$ cat src/rtl/apb2axi_32_64_if.sv
// AXI4 bus bundle used by the APB-to-AXI bridge and its environment.
// Carries all five channels; the Master modport is the initiator view.
interface AXI_BUS #(
    parameter int unsigned AXI_ADDR_WIDTH = 64,
    parameter int unsigned AXI_DATA_WIDTH = 64,
    parameter int unsigned AXI_ID_WIDTH   = 4,
    parameter int unsigned AXI_USER_WIDTH = 1
);
    logic [AXI_ID_WIDTH-1:0]     aw_id;
    logic [AXI_ADDR_WIDTH-1:0]   aw_addr;
    logic [7:0]                  aw_len;
    logic [2:0]                  aw_size;
    logic [1:0]                  aw_burst;
    logic                        aw_lock;
    logic [3:0]                  aw_cache;
    logic [2:0]                  aw_prot;
    logic [3:0]                  aw_qos;
    logic [3:0]                  aw_region;
    logic [AXI_USER_WIDTH-1:0]   aw_user;
    logic                        aw_valid;
    logic                        aw_ready;

    logic [AXI_DATA_WIDTH-1:0]   w_data;
    logic [AXI_DATA_WIDTH/8-1:0] w_strb;
    logic                        w_last;
    logic [AXI_USER_WIDTH-1:0]   w_user;
    logic                        w_valid;
    logic                        w_ready;

    logic [AXI_ID_WIDTH-1:0]     b_id;
    logic [1:0]                  b_resp;
    logic [AXI_USER_WIDTH-1:0]   b_user;
    logic                        b_valid;
    logic                        b_ready;

    logic [AXI_ID_WIDTH-1:0]     ar_id;
    logic [AXI_ADDR_WIDTH-1:0]   ar_addr;
    logic [7:0]                  ar_len;
    logic [2:0]                  ar_size;
    logic [1:0]                  ar_burst;
    logic                        ar_lock;
    logic [3:0]                  ar_cache;
    logic [2:0]                  ar_prot;
    logic [3:0]                  ar_qos;
    logic [3:0]                  ar_region;
    logic [AXI_USER_WIDTH-1:0]   ar_user;
    logic                        ar_valid;
    logic                        ar_ready;

    logic [AXI_ID_WIDTH-1:0]     r_id;
    logic [AXI_DATA_WIDTH-1:0]   r_data;
    logic [1:0]                  r_resp;
    logic                        r_last;
    logic [AXI_USER_WIDTH-1:0]   r_user;
    logic                        r_valid;
    logic                        r_ready;

    modport Master (
        output aw_id, aw_addr, aw_len, aw_size, aw_burst, aw_lock, aw_cache, aw_prot,
               aw_qos, aw_region, aw_user, aw_valid,
        input  aw_ready,
        output w_data, w_strb, w_last, w_user, w_valid,
        input  w_ready,
        input  b_id, b_resp, b_user, b_valid,
        output b_ready,
        output ar_id, ar_addr, ar_len, ar_size, ar_burst, ar_lock, ar_cache, ar_prot,
               ar_qos, ar_region, ar_user, ar_valid,
        input  ar_ready,
        input  r_id, r_data, r_resp, r_last, r_user, r_valid,
        output r_ready
    );

    modport Slave (
        input  aw_id, aw_addr, aw_len, aw_size, aw_burst, aw_lock, aw_cache, aw_prot,
               aw_qos, aw_region, aw_user, aw_valid,
        output aw_ready,
        input  w_data, w_strb, w_last, w_user, w_valid,
        output w_ready,
        output b_id, b_resp, b_user, b_valid,
        input  b_ready,
        input  ar_id, ar_addr, ar_len, ar_size, ar_burst, ar_lock, ar_cache, ar_prot,
               ar_qos, ar_region, ar_user, ar_valid,
        output ar_ready,
        output r_id, r_data, r_resp, r_last, r_user, r_valid,
        input  r_ready
    );
endinterface

$ cat src/rtl/apb2axi_32_64.sv
// APB (32-bit completer) to AXI4 (64-bit, single-beat initiator) bridge.
// One APB access phase becomes exactly one AXI burst of length 1; the APB
// side is held off with pready low until the AXI response has returned.
module apb2axi_32_64 #(
    parameter int unsigned AxiAddrWidth = 64,
    parameter int unsigned AxiDataWidth = 64,
    parameter int unsigned AxiIdWidth   = 4,
    parameter int unsigned AxiUserWidth = 1,
    parameter int unsigned AxiId        = 0
) (
    input  logic        clk_i,
    input  logic        rst_ni,
    input  logic        psel_i,
    input  logic        penable_i,
    input  logic        pwrite_i,
    input  logic [31:0] paddr_i,
    input  logic [31:0] pwdata_i,
    output logic [31:0] prdata_o,
    output logic        pready_o,
    output logic        pslverr_o,
    AXI_BUS.Master      axi
);

    typedef enum logic [2:0] {
        IDLE   = 3'd0,
        WR     = 3'd1,
        WAIT_B = 3'd2,
        RD     = 3'd3,
        WAIT_R = 3'd4,
        DONE   = 3'd5
    } state_e;

    state_e      state_r, state_s;
    logic [31:0] addr_r, addr_s;
    logic [31:0] wdata_r, wdata_s;
    logic [31:0] prdata_r, prdata_s;
    logic        aw_valid_r, aw_valid_s;
    logic        w_valid_r, w_valid_s;
    logic        ar_valid_r, ar_valid_s;
    logic        b_ready_r, b_ready_s;
    logic        r_ready_r, r_ready_s;
    logic        pready_r, pready_s;
    logic        pslverr_r, pslverr_s;
    logic        aw_done_s;
    logic        w_done_s;

    // A channel counts as done once its valid has dropped or is handshaking now.
    assign aw_done_s = ~aw_valid_r | axi.aw_ready;
    assign w_done_s  = ~w_valid_r  | axi.w_ready;

    // Next-state and next-output logic; all outputs are registered from these.
    always_comb begin
        state_s    = state_r;
        addr_s     = addr_r;
        wdata_s    = wdata_r;
        prdata_s   = prdata_r;
        aw_valid_s = aw_valid_r;
        w_valid_s  = w_valid_r;
        ar_valid_s = ar_valid_r;
        b_ready_s  = 1'b0;
        r_ready_s  = 1'b0;
        pready_s   = 1'b0;
        pslverr_s  = 1'b0;
        case (state_r)
            IDLE: begin
                if (psel_i && penable_i) begin
                    if (paddr_i[1:0] != 2'b00) begin
                        // Misaligned: answer with an error, no AXI traffic.
                        state_s   = DONE;
                        pready_s  = 1'b1;
                        pslverr_s = 1'b1;
                    end else begin
                        addr_s  = paddr_i;
                        wdata_s = pwdata_i;
                        if (pwrite_i) begin
                            state_s    = WR;
                            aw_valid_s = 1'b1;
                            w_valid_s  = 1'b1;
                        end else begin
                            state_s    = RD;
                            ar_valid_s = 1'b1;
                        end
                    end
                end else begin
                    state_s = IDLE;
                end
            end
            WR: begin
                if (aw_valid_r && axi.aw_ready) begin
                    aw_valid_s = 1'b0;
                end else begin
                    aw_valid_s = aw_valid_r;
                end
                if (w_valid_r && axi.w_ready) begin
                    w_valid_s = 1'b0;
                end else begin
                    w_valid_s = w_valid_r;
                end
                if (aw_done_s && w_done_s) begin
                    state_s   = WAIT_B;
                    b_ready_s = 1'b1;
                end else begin
                    state_s = WR;
                end
            end
            WAIT_B: begin
                if (axi.b_valid) begin
                    state_s   = DONE;
                    pready_s  = 1'b1;
                    pslverr_s = axi.b_resp[1];
                end else begin
                    b_ready_s = 1'b1;
                end
            end
            RD: begin
                if (axi.ar_ready) begin
                    ar_valid_s = 1'b0;
                    state_s    = WAIT_R;
                    r_ready_s  = 1'b1;
                end else begin
                    state_s = RD;
                end
            end
            WAIT_R: begin
                if (axi.r_valid) begin
                    prdata_s  = addr_r[2] ? axi.r_data[63:32] : axi.r_data[31:0];
                    state_s   = DONE;
                    pready_s  = 1'b1;
                    pslverr_s = axi.r_resp[1];
                end else begin
                    r_ready_s = 1'b1;
                end
            end
            DONE: begin
                state_s = IDLE;
            end
            default: begin
                state_s    = IDLE;
                aw_valid_s = 1'b0;
                w_valid_s  = 1'b0;
                ar_valid_s = 1'b0;
            end
        endcase
    end

    // State, latched request and registered outputs.
    always_ff @(posedge clk_i or negedge rst_ni) begin
        if (!rst_ni) begin
            state_r    <= IDLE;
            addr_r     <= 32'd0;
            wdata_r    <= 32'd0;
            prdata_r   <= 32'd0;
            aw_valid_r <= 1'b0;
            w_valid_r  <= 1'b0;
            ar_valid_r <= 1'b0;
            b_ready_r  <= 1'b0;
            r_ready_r  <= 1'b0;
            pready_r   <= 1'b0;
            pslverr_r  <= 1'b0;
        end else begin
            state_r    <= state_s;
            addr_r     <= addr_s;
            wdata_r    <= wdata_s;
            prdata_r   <= prdata_s;
            aw_valid_r <= aw_valid_s;
            w_valid_r  <= w_valid_s;
            ar_valid_r <= ar_valid_s;
            b_ready_r  <= b_ready_s;
            r_ready_r  <= r_ready_s;
            pready_r   <= pready_s;
            pslverr_r  <= pslverr_s;
        end
    end

    assign prdata_o  = prdata_r;
    assign pready_o  = pready_r;
    assign pslverr_o = pslverr_r;

    // Write address channel: single 32-bit beat, INCR, everything else zero.
    assign axi.aw_id     = AxiIdWidth'(AxiId);
    assign axi.aw_addr   = AxiAddrWidth'(addr_r);
    assign axi.aw_len    = 8'd0;
    assign axi.aw_size   = 3'd2;
    assign axi.aw_burst  = 2'b01;
    assign axi.aw_lock   = 1'b0;
    assign axi.aw_cache  = 4'd0;
    assign axi.aw_prot   = 3'd0;
    assign axi.aw_qos    = 4'd0;
    assign axi.aw_region = 4'd0;
    assign axi.aw_user   = {AxiUserWidth{1'b0}};
    assign axi.aw_valid  = aw_valid_r;

    // Write data: the word is replicated and the strobe selects the lane.
    assign axi.w_data  = AxiDataWidth'({wdata_r, wdata_r});
    assign axi.w_strb  = addr_r[2] ? 8'hF0 : 8'h0F;
    assign axi.w_last  = 1'b1;
    assign axi.w_user  = {AxiUserWidth{1'b0}};
    assign axi.w_valid = w_valid_r;

    assign axi.b_ready = b_ready_r;

    // Read address channel mirrors the write address attributes.
    assign axi.ar_id     = AxiIdWidth'(AxiId);
    assign axi.ar_addr   = AxiAddrWidth'(addr_r);
    assign axi.ar_len    = 8'd0;
    assign axi.ar_size   = 3'd2;
    assign axi.ar_burst  = 2'b01;
    assign axi.ar_lock   = 1'b0;
    assign axi.ar_cache  = 4'd0;
    assign axi.ar_prot   = 3'd0;
    assign axi.ar_qos    = 4'd0;
    assign axi.ar_region = 4'd0;
    assign axi.ar_user   = {AxiUserWidth{1'b0}};
    assign axi.ar_valid  = ar_valid_r;

    assign axi.r_ready = r_ready_r;

endmodule

$ cat src/flat_wrapper.sv
// flat-port wrapper written by rule: the top's interface ports become plain ports
module apb2axi_32_64_flat 
#(
    parameter int unsigned AxiAddrWidth = 64,
    parameter int unsigned AxiDataWidth = 64,
    parameter int unsigned AxiIdWidth   = 4,
    parameter int unsigned AxiUserWidth = 1,
    parameter int unsigned AxiId        = 0
)
  (clk_i, rst_ni, psel_i, penable_i, pwrite_i, paddr_i, pwdata_i, prdata_o, pready_o, pslverr_o, axi_aw_id, axi_aw_addr, axi_aw_len, axi_aw_size, axi_aw_burst, axi_aw_lock, axi_aw_cache, axi_aw_prot, axi_aw_qos, axi_aw_region, axi_aw_user, axi_aw_valid, axi_aw_ready, axi_w_data, axi_w_strb, axi_w_last, axi_w_user, axi_w_valid, axi_w_ready, axi_b_id, axi_b_resp, axi_b_user, axi_b_valid, axi_b_ready, axi_ar_id, axi_ar_addr, axi_ar_len, axi_ar_size, axi_ar_burst, axi_ar_lock, axi_ar_cache, axi_ar_prot, axi_ar_qos, axi_ar_region, axi_ar_user, axi_ar_valid, axi_ar_ready, axi_r_id, axi_r_data, axi_r_resp, axi_r_last, axi_r_user, axi_r_valid, axi_r_ready);
  AXI_BUS #(.AXI_ADDR_WIDTH(64), .AXI_DATA_WIDTH(64), .AXI_ID_WIDTH(4), .AXI_USER_WIDTH(1)) axi_i ();
  input  logic clk_i;
  input  logic rst_ni;
  input  logic psel_i;
  input  logic penable_i;
  input  logic pwrite_i;
  input  logic [31:0] paddr_i;
  input  logic [31:0] pwdata_i;
  output logic [31:0] prdata_o;
  output logic pready_o;
  output logic pslverr_o;
  output wire logic [$bits(axi_i.aw_id)-1:0] axi_aw_id;
  output wire logic [$bits(axi_i.aw_addr)-1:0] axi_aw_addr;
  output wire logic [$bits(axi_i.aw_len)-1:0] axi_aw_len;
  output wire logic [$bits(axi_i.aw_size)-1:0] axi_aw_size;
  output wire logic [$bits(axi_i.aw_burst)-1:0] axi_aw_burst;
  output wire logic [$bits(axi_i.aw_lock)-1:0] axi_aw_lock;
  output wire logic [$bits(axi_i.aw_cache)-1:0] axi_aw_cache;
  output wire logic [$bits(axi_i.aw_prot)-1:0] axi_aw_prot;
  output wire logic [$bits(axi_i.aw_qos)-1:0] axi_aw_qos;
  output wire logic [$bits(axi_i.aw_region)-1:0] axi_aw_region;
  output wire logic [$bits(axi_i.aw_user)-1:0] axi_aw_user;
  output wire logic [$bits(axi_i.aw_valid)-1:0] axi_aw_valid;
  input wire logic [$bits(axi_i.aw_ready)-1:0] axi_aw_ready;
  output wire logic [$bits(axi_i.w_data)-1:0] axi_w_data;
  output wire logic [$bits(axi_i.w_strb)-1:0] axi_w_strb;
  output wire logic [$bits(axi_i.w_last)-1:0] axi_w_last;
  output wire logic [$bits(axi_i.w_user)-1:0] axi_w_user;
  output wire logic [$bits(axi_i.w_valid)-1:0] axi_w_valid;
  input wire logic [$bits(axi_i.w_ready)-1:0] axi_w_ready;
  input wire logic [$bits(axi_i.b_id)-1:0] axi_b_id;
  input wire logic [$bits(axi_i.b_resp)-1:0] axi_b_resp;
  input wire logic [$bits(axi_i.b_user)-1:0] axi_b_user;
  input wire logic [$bits(axi_i.b_valid)-1:0] axi_b_valid;
  output wire logic [$bits(axi_i.b_ready)-1:0] axi_b_ready;
  output wire logic [$bits(axi_i.ar_id)-1:0] axi_ar_id;
  output wire logic [$bits(axi_i.ar_addr)-1:0] axi_ar_addr;
  output wire logic [$bits(axi_i.ar_len)-1:0] axi_ar_len;
  output wire logic [$bits(axi_i.ar_size)-1:0] axi_ar_size;
  output wire logic [$bits(axi_i.ar_burst)-1:0] axi_ar_burst;
  output wire logic [$bits(axi_i.ar_lock)-1:0] axi_ar_lock;
  output wire logic [$bits(axi_i.ar_cache)-1:0] axi_ar_cache;
  output wire logic [$bits(axi_i.ar_prot)-1:0] axi_ar_prot;
  output wire logic [$bits(axi_i.ar_qos)-1:0] axi_ar_qos;
  output wire logic [$bits(axi_i.ar_region)-1:0] axi_ar_region;
  output wire logic [$bits(axi_i.ar_user)-1:0] axi_ar_user;
  output wire logic [$bits(axi_i.ar_valid)-1:0] axi_ar_valid;
  input wire logic [$bits(axi_i.ar_ready)-1:0] axi_ar_ready;
  input wire logic [$bits(axi_i.r_id)-1:0] axi_r_id;
  input wire logic [$bits(axi_i.r_data)-1:0] axi_r_data;
  input wire logic [$bits(axi_i.r_resp)-1:0] axi_r_resp;
  input wire logic [$bits(axi_i.r_last)-1:0] axi_r_last;
  input wire logic [$bits(axi_i.r_user)-1:0] axi_r_user;
  input wire logic [$bits(axi_i.r_valid)-1:0] axi_r_valid;
  output wire logic [$bits(axi_i.r_ready)-1:0] axi_r_ready;
  assign axi_aw_id = axi_i.aw_id;
  assign axi_aw_addr = axi_i.aw_addr;
  assign axi_aw_len = axi_i.aw_len;
  assign axi_aw_size = axi_i.aw_size;
  assign axi_aw_burst = axi_i.aw_burst;
  assign axi_aw_lock = axi_i.aw_lock;
  assign axi_aw_cache = axi_i.aw_cache;
  assign axi_aw_prot = axi_i.aw_prot;
  assign axi_aw_qos = axi_i.aw_qos;
  assign axi_aw_region = axi_i.aw_region;
  assign axi_aw_user = axi_i.aw_user;
  assign axi_aw_valid = axi_i.aw_valid;
  assign axi_i.aw_ready = axi_aw_ready;
  assign axi_w_data = axi_i.w_data;
  assign axi_w_strb = axi_i.w_strb;
  assign axi_w_last = axi_i.w_last;
  assign axi_w_user = axi_i.w_user;
  assign axi_w_valid = axi_i.w_valid;
  assign axi_i.w_ready = axi_w_ready;
  assign axi_i.b_id = axi_b_id;
  assign axi_i.b_resp = axi_b_resp;
  assign axi_i.b_user = axi_b_user;
  assign axi_i.b_valid = axi_b_valid;
  assign axi_b_ready = axi_i.b_ready;
  assign axi_ar_id = axi_i.ar_id;
  assign axi_ar_addr = axi_i.ar_addr;
  assign axi_ar_len = axi_i.ar_len;
  assign axi_ar_size = axi_i.ar_size;
  assign axi_ar_burst = axi_i.ar_burst;
  assign axi_ar_lock = axi_i.ar_lock;
  assign axi_ar_cache = axi_i.ar_cache;
  assign axi_ar_prot = axi_i.ar_prot;
  assign axi_ar_qos = axi_i.ar_qos;
  assign axi_ar_region = axi_i.ar_region;
  assign axi_ar_user = axi_i.ar_user;
  assign axi_ar_valid = axi_i.ar_valid;
  assign axi_i.ar_ready = axi_ar_ready;
  assign axi_i.r_id = axi_r_id;
  assign axi_i.r_data = axi_r_data;
  assign axi_i.r_resp = axi_r_resp;
  assign axi_i.r_last = axi_r_last;
  assign axi_i.r_user = axi_r_user;
  assign axi_i.r_valid = axi_r_valid;
  assign axi_r_ready = axi_i.r_ready;
  apb2axi_32_64 #(.AxiAddrWidth(AxiAddrWidth), .AxiDataWidth(AxiDataWidth), .AxiIdWidth(AxiIdWidth), .AxiUserWidth(AxiUserWidth), .AxiId(AxiId)) u_core (.clk_i(clk_i), .rst_ni(rst_ni), .psel_i(psel_i), .penable_i(penable_i), .pwrite_i(pwrite_i), .paddr_i(paddr_i), .pwdata_i(pwdata_i), .prdata_o(prdata_o), .pready_o(pready_o), .pslverr_o(pslverr_o), .axi(axi_i));
endmodule
$ cat config.mk
export PLATFORM = sky130hd
export DESIGN_NAME = apb2axi_32_64_flat
export DESIGN_NICKNAME = d
export VERILOG_FILES = /design/src/rtl/apb2axi_32_64_if.sv /design/src/rtl/apb2axi_32_64.sv /design/src/flat_wrapper.sv
export SDC_FILE = /design/constraint.sdc
export NUM_CORES = 1
export LEC_CHECK = 0
export CAP_MARGIN = 10
export CORE_AREA = 2 2 177 179
export CTS_CLUSTER_SIZE = 30
export DETAILED_ROUTE_END_ITERATION = 7
export DIE_AREA = 0 0 179 181
export GPL_ROUTABILITY_DRIVEN = 1
export PLACE_DENSITY = 0.54
export SYNTH_ARGS = -nofsm -noshare
export SYNTH_HDL_FRONTEND = slang
export SYNTH_SLANG_ARGS = --single-unit
$ cat constraint.sdc
create_clock -name clk_i -period 2 [get_ports clk_i]
set_input_delay 0.4 -clock clk_i [delete_from_list [all_inputs] [get_ports clk_i]]
set_output_delay 0.4 -clock clk_i [all_outputs]
set_load 0.01 [all_outputs]
==> results_dict.tcl, run 1 <==
set metrics [dict create \
    finish.cell_count_without_fillers 1207 \
    drt.antenna.violating_nets 0 \
    clk_sinks 106 \
    netlist-cell-type-count 34 \
    postLayoutCellArea_um2 9150 \
    synth_flop_cell "dfrtp_1" \
    n_antenna_cell 0 \
    post_drt_wl_per_cell_um 13.9 \
    hold_crit_class "input port to async pin" \
    maximum_number_of_pins_on_one_net_before_global_route_repair 67 \
    outcome "finished clean" \
    worstPathMaxFanout 4 \
    synth-edff-count 0 \
    dp_worst_setup_slack_ns -0.00844 \
    all_layer_gr_usage 0.100 \
    wire_length_of_the_first_global_routing_pass_um 24500 \
    clock_tree.buffer_depth 2 \
    finish.utilization 0.301 \
    yosys.area.top_type_share 0.440 \
    detail_route.wirelength_um 16800 \
    die_height_um 181 \
    postLayoutSetupSlackWorst_ns 0.106 \
    max-cap-violations 0 \
    setup.worst_path.end_class "primary output" \
    cts_resized 0 \
    worst_ir_drop_vdd_mv 0.575 \
    drive_gt1_frac 0.147 \
    htree_levels 3 \
    timing.setup.tns_ns 0 \
    synth_cells 541 \
    ys_top_cells_by_area "dfrtp_1, buf_4, mux2_2, mux2i_1, mux2_4" \
    design.die.area_um2 32400 \
    cts_tree "yes" \
    design_power_total_mw 12.7 \
    detailed_place.area_um2 8800 \
    die-width_um 179 \
    launch_point_of_the_worst_path "u_core.addr_r[2]" \
    clkTransAtPathRegs_ns 0.08 \
    hpwl_dp_um 13300 \
    period_minus_slack_ns 1.89 \
    cp.arrival_ns 1.49 \
    leakagePower_nw 4.01 \
    postSynthAreaPerCell_um2 11.1 \
    clock_latency_ns 0.35 \
    num_io_pins 462 \
    port_buffers 314 \
    final_setup_viols 0 \
    post_synth_mux_area_share 0.178 \
    globalRouteOverflowTotal 0 \
    cts_made_buffers 9 \
    antenna_found_initial 0 \
    dr.pass1.iters 4 \
    clock-root-buffer "clkbuf_16" \
    yosys.area_share.adder 0 \
    timing_max_transition_violations_final 0 \
    detailroute.via_count 4192 \
    synth_compound_gate_area_share 0.0532 \
    wp_data_required_ns 1.60 \
    yosys_warnings 0 \
    initialDrtViolationCount 106 \
    areaGrowthSynthToFinish_pct 51.9 \
    period_share 0.947 \
    reg2reg_from "u_core.state_r[1]" \
    core_area_um2 30300 \
    timing.clock.skew_ns 0.0102 \
    synth_sequential_area_ratio 0.440 \
    fin_worst_hold_slack_ns 0.521 \
    grt_pass1_vias 4192 \
    synthArstFlopShare 1.00 \
    final-hold-violation-count 0 \
    critPathLaunchType "flop" \
    rows 64 \
    timing.setup.critical_path_class "flop to primary output" \
    place_inst 1187 \
    synth_largest_area_cell "dfrtp_1" \
    rsz_0062_raised_after_global_routing "no" \
    clock.fmax_ghz 0.528 \
    mappedNetlistArea_um2 6020 \
    number_of_remaining_drc_errors 0 \
    floorplan.initialDensity 0.198 \
    synth_xor_xnor_area_share 0 \
    globalplace.congestion 0.707 \
    power_per_cell_area_nw_per_um2 1390 \
    nNetsFinal 961 \
    post_synth_and_or_nand_nor_area_fraction 0.0480 \
    timing.reg2reg.setup_slack_ns 0.45 \
    synth_top_family_by_area "buffers and inverters" \
    post_dr_vias_cell 3.47 \
    synth_seq_cells 106 \
]
-- synth_stat cells (all sizes together), types with 2 or more instances --
library cell / number
o21ai: 5
nand2b: 6
nor2: 37
inv: 4
and2: 2
dfrtp: 106
conb: 2
nand2: 4
buf: 225
a32oi: 2
and3b: 2
mux2: 62
o21bai: 2
a221oi: 2
mux2i: 32
o22ai: 2
a21oi: 34
-- sequential cells by signal, indices dropped and copies added (netlist names) --
name / flops
u_core.addr_r: 32
u_core.axi.ar_valid: 1
u_core.axi.aw_valid: 1
u_core.axi.b_ready: 1
u_core.axi.r_ready: 1
u_core.axi.w_valid: 1
u_core.prdata_o: 32
u_core.pready_o: 1
u_core.pslverr_o: 1
u_core.state_r: 3
u_core.wdata_r: 32
-- repair_timing --
action                                 CTS  global route
buffers inserted                         5             0
hold buffers                             1             0
setup endpoints to repair                4             0
endpoints found under the hold margin   22             0
-- routing by layer --
layer  up-vias  GRT usage  wire (um)
li1       1972          -          -
met1      1984      0.112       6370
met2       226      0.182       8690
met3        10     0.0301       1520
met4         0     0.0267        165
met5         -          0          0
-- placed cells by master, fill, tap and decap left out, drive strengths merged --
cell type and n:
a21oi 34, nand2 4, dfrtp 106, o21ai 5, nor4bb 1, o21bai 2
buf 36, and2 2, or3 1, nand3 1, clkinv 1, nor2 37
a31oi 1, a221oi 2, and3b 2, mux2 62, a21bo 1, a21o 1
a21boi 1, nor2b 1, conb 134, nor3b 1, nand2b 6, dlygate4sd3 1
mux2i 32, a32oi 2, clkbuf 10, o22ai 2, inv 5, a22o 1
bufinv 2, clkdlybuf4s50 313, a221o 1
-- report_power, final --
group / switching (mW) / total, mW / internal [mW]
Combinational: 2.66 / 6.85 / 4.19
Clock: 0.839 / 1.93 / 1.09
Sequential: 0.792 / 3.95 / 3.15
Total: 4.29 / 12.7 / 8.44
-- path summary, 6_finish.rpt --
kind | to | cells after the start
setup / recovery | axi_w_strb[2] | 2
hold / removal | u_core.axi.aw_valid | 2
setup reg to reg | u_core.prdata_o[7] | 5
hold reg to reg | u_core.axi.ar_valid | 2
max in group asynchronous | u_core.addr_r[14] | 3
min in group clk_i | u_core.axi.ar_valid | 2
-- logic make-up after synthesis --
family,Yosys count
buf+inv,230
flops,106
mux,94
simple gates,56
compound gates,53
other cells,2
-- critical path: stages, from the launching register on --
cell and delay (ns):
dfrtp_2 0.45, inv_1 0.14, clkdlybuf4s50_1 0.56
-- cell type report --
class / instances / area (um^2)
flip-flops and latches: 106 / 2650
clock buffers: 10 / 229
inverters: 4 / 15.0
well taps: 396 / 495
fillers: 3184 / 21200
repair buffers: 350 / 3490
multi-input cells: 337 / 2190
clock inverters: 4 / 77.6
Power figures use the tool's default switching activity.
==> inputs of run 2 (changes only) <==
- clock period: 2 -> 1.89 ns (I/O delays scaled with it)
==> run 2 against run 1 <==
Effect of this change:
- count of clock-buffer cells in the layout unchanged
- worst setup slack worse by 0.016 ns
- flip-flop and latch count did not move
- wire length decreased by 2.4%
- non-clock buffer count down 11
- largest power group unchanged
==> results_dict.tcl, run 2 (same netlist as run 1, synthesis figures left out) <==
set metrics [dict create \
    outcome "finished clean" \
    postLayoutSetupSlackWorst_ns 0.0895 \
    port_buffers 314 \
    globalplace.congestion 0.681 \
    place_inst 1177 \
    clock-root-buffer "clkbuf_16" \
    globalRouteOverflowTotal 0 \
    antenna_found_initial 0 \
    cp_cell_sequence "buf_4 > clkdlybuf4s50_1" \
    critPathLaunchType "flop" \
    layout_commonest_cell "clkdlybuf4s50_1" \
    critPathMaxStageDelay_ns 0.53 \
    clkTransAtPathRegs_ns 0.08 \
    cp.arrival_ns 1.42 \
    final_cell_mix "clkdlybuf4s50_1, conb_1, dfrtp_1, mux2_2, nor2_1" \
    n_antenna_cell 0 \
    finish.cell_count_without_fillers 1198 \
    design.die.area_um2 32400 \
    htree_levels 3 \
    worst_ir_drop_vdd_mv 0.529 \
    maximum_number_of_pins_on_one_net_before_global_route_repair 67 \
    period_minus_slack_ns 1.80 \
    detailroute.via_count 4184 \
    detail_route.wirelength_um 16400 \
    wp_data_required_ns 1.51 \
    timing.setup.tns_ns 0 \
    initialDrtViolationCount 103 \
    hpwl_dp_um 12900 \
    setup.worst_path.end_class "primary output" \
    clock.fmax_ghz 0.555 \
    grt_pass1_vias 4128 \
    areaGrowthSynthToFinish_pct 50.2 \
    cts_made_buffers 9 \
    timing.setup.critical_path_class "flop to primary output" \
    cpLargestDelayFamily "buffers and inverters" \
    rsz_0062_raised_after_global_routing "no" \
    wire_length_of_the_first_global_routing_pass_um 24400 \
    die-width_um 179 \
    timing_max_transition_violations_final 0 \
    finish.utilization 0.298 \
    num_io_pins 462 \
    all_layer_gr_usage 0.0994 \
    timing.clock.skew_ns 0.00794 \
    final_setup_viols 0 \
    clock_latency_ns 0.35 \
    cpMaxStageDelayCell "clkdlybuf4s50_1" \
    power_per_cell_area_nw_per_um2 1480 \
    fin_worst_hold_slack_ns 0.0101 \
    clk_sinks 106 \
    period_share 0.953 \
    post_dr_vias_cell 3.49 \
    max-cap-violations 0 \
    number_of_remaining_drc_errors 0 \
    dr.pass1.iters 5 \
    die_height_um 181 \
    drive_gt1_frac 0.140 \
    clock_tree.buffer_depth 2 \
    worstPathBufferInverterCount 2 \
    nNetsFinal 950 \
    hold_crit_class "input port to async pin" \
    drt.antenna.violating_nets 0 \
    dp_worst_setup_slack_ns -0.101 \
    cts_tree "yes" \
    post_drt_wl_per_cell_um 13.7 \
    core_area_um2 30300 \
    floorplan.initialDensity 0.198 \
    leakagePower_nw 3.97 \
    final-hold-violation-count 0 \
    rows 64 \
    worstPathMaxFanout 4 \
]
[run 2: cell types whose count changed in the layout (fill, tap and decap cells not counted), sizes merged]
cell	delta
dlymetal6s2s	+2
clkinvlp	+1
inv	+1
bufinv	-1
buf	-10
clkdlybuf4s50	-6
dlygate4sd3	-1
clkinv	+1
dlygate4sd2	+4
[run 2: path summary, 6_finish.rpt]
kind | startpoint | to | slack (ns) | cells after the start
worst max-delay path | u_core.addr_r[2] | axi_w_strb[5] | 0.09 | 2
min in group clk_i | u_core.addr_r[0] | u_core.addr_r[0] | 0.52 | 1
worst min-delay path | rst_ni | u_core.axi.b_ready | 0.01 | 2
max in group asynchronous | rst_ni | u_core.addr_r[2] | 1.56 | 2
worst min register to register | u_core.addr_r[0] | u_core.addr_r[0] | 0.52 | 1
worst max register to register | u_core.state_r[1] | u_core.prdata_o[1] | 0.36 | 5
[run 2: layout make-up]
type | count | area (um^2)
fill | 3149 | 21300
timing repair buffer | 339 | 3380
sequential | 106 | 2650
multi-input combinational | 337 | 2190
tap | 396 | 495
clock buffer | 10 | 239
clock inverter | 6 | 72.6
inverter | 4 | 15.0
[run 2: through the flow]
| step | power (mW) | cell area [um^2] |
|---|---|---|
| 2_1_floorplan | 8.08 | 6520 |
| 3_3_place_gp | 11.4 | 8700 |
| 3_5_place_dp | 11.5 | 8700 |
| 4_1_cts | 13.7 | 9040 |
| 5_1_grt | 14.3 | 9040 |
| 6_report | 13.4 | 9040 |
[run 2: power by group]
| group | internal, mW | leakage [nW] | switching (mW) |
|---|---|---|---|
| logic | 4.38 | 2.54 | 2.81 |
| clock network | 1.08 | 0.150 | 0.926 |
| registers | 3.34 | 1.28 | 0.821 |
[run 2: timing repair]
item,in CTS,in global routing
hold buffers,0,0
resized for setup,4,2
setup buffers,5,0
endpoints found under the hold margin,0,0
endpoints found under the setup margin,10,3
[run 2: per-layer routing]
metal,GRT usage,vias to the layer above,wire [um],share of wire
met2,0.177,227,8530,0.52
met4,0.0296,0,206,0.013
met3,0.0267,11,1310,0.080
met1,0.115,1980,6310,0.39
li1,-,1966,-,-
met5,0,-,0,0
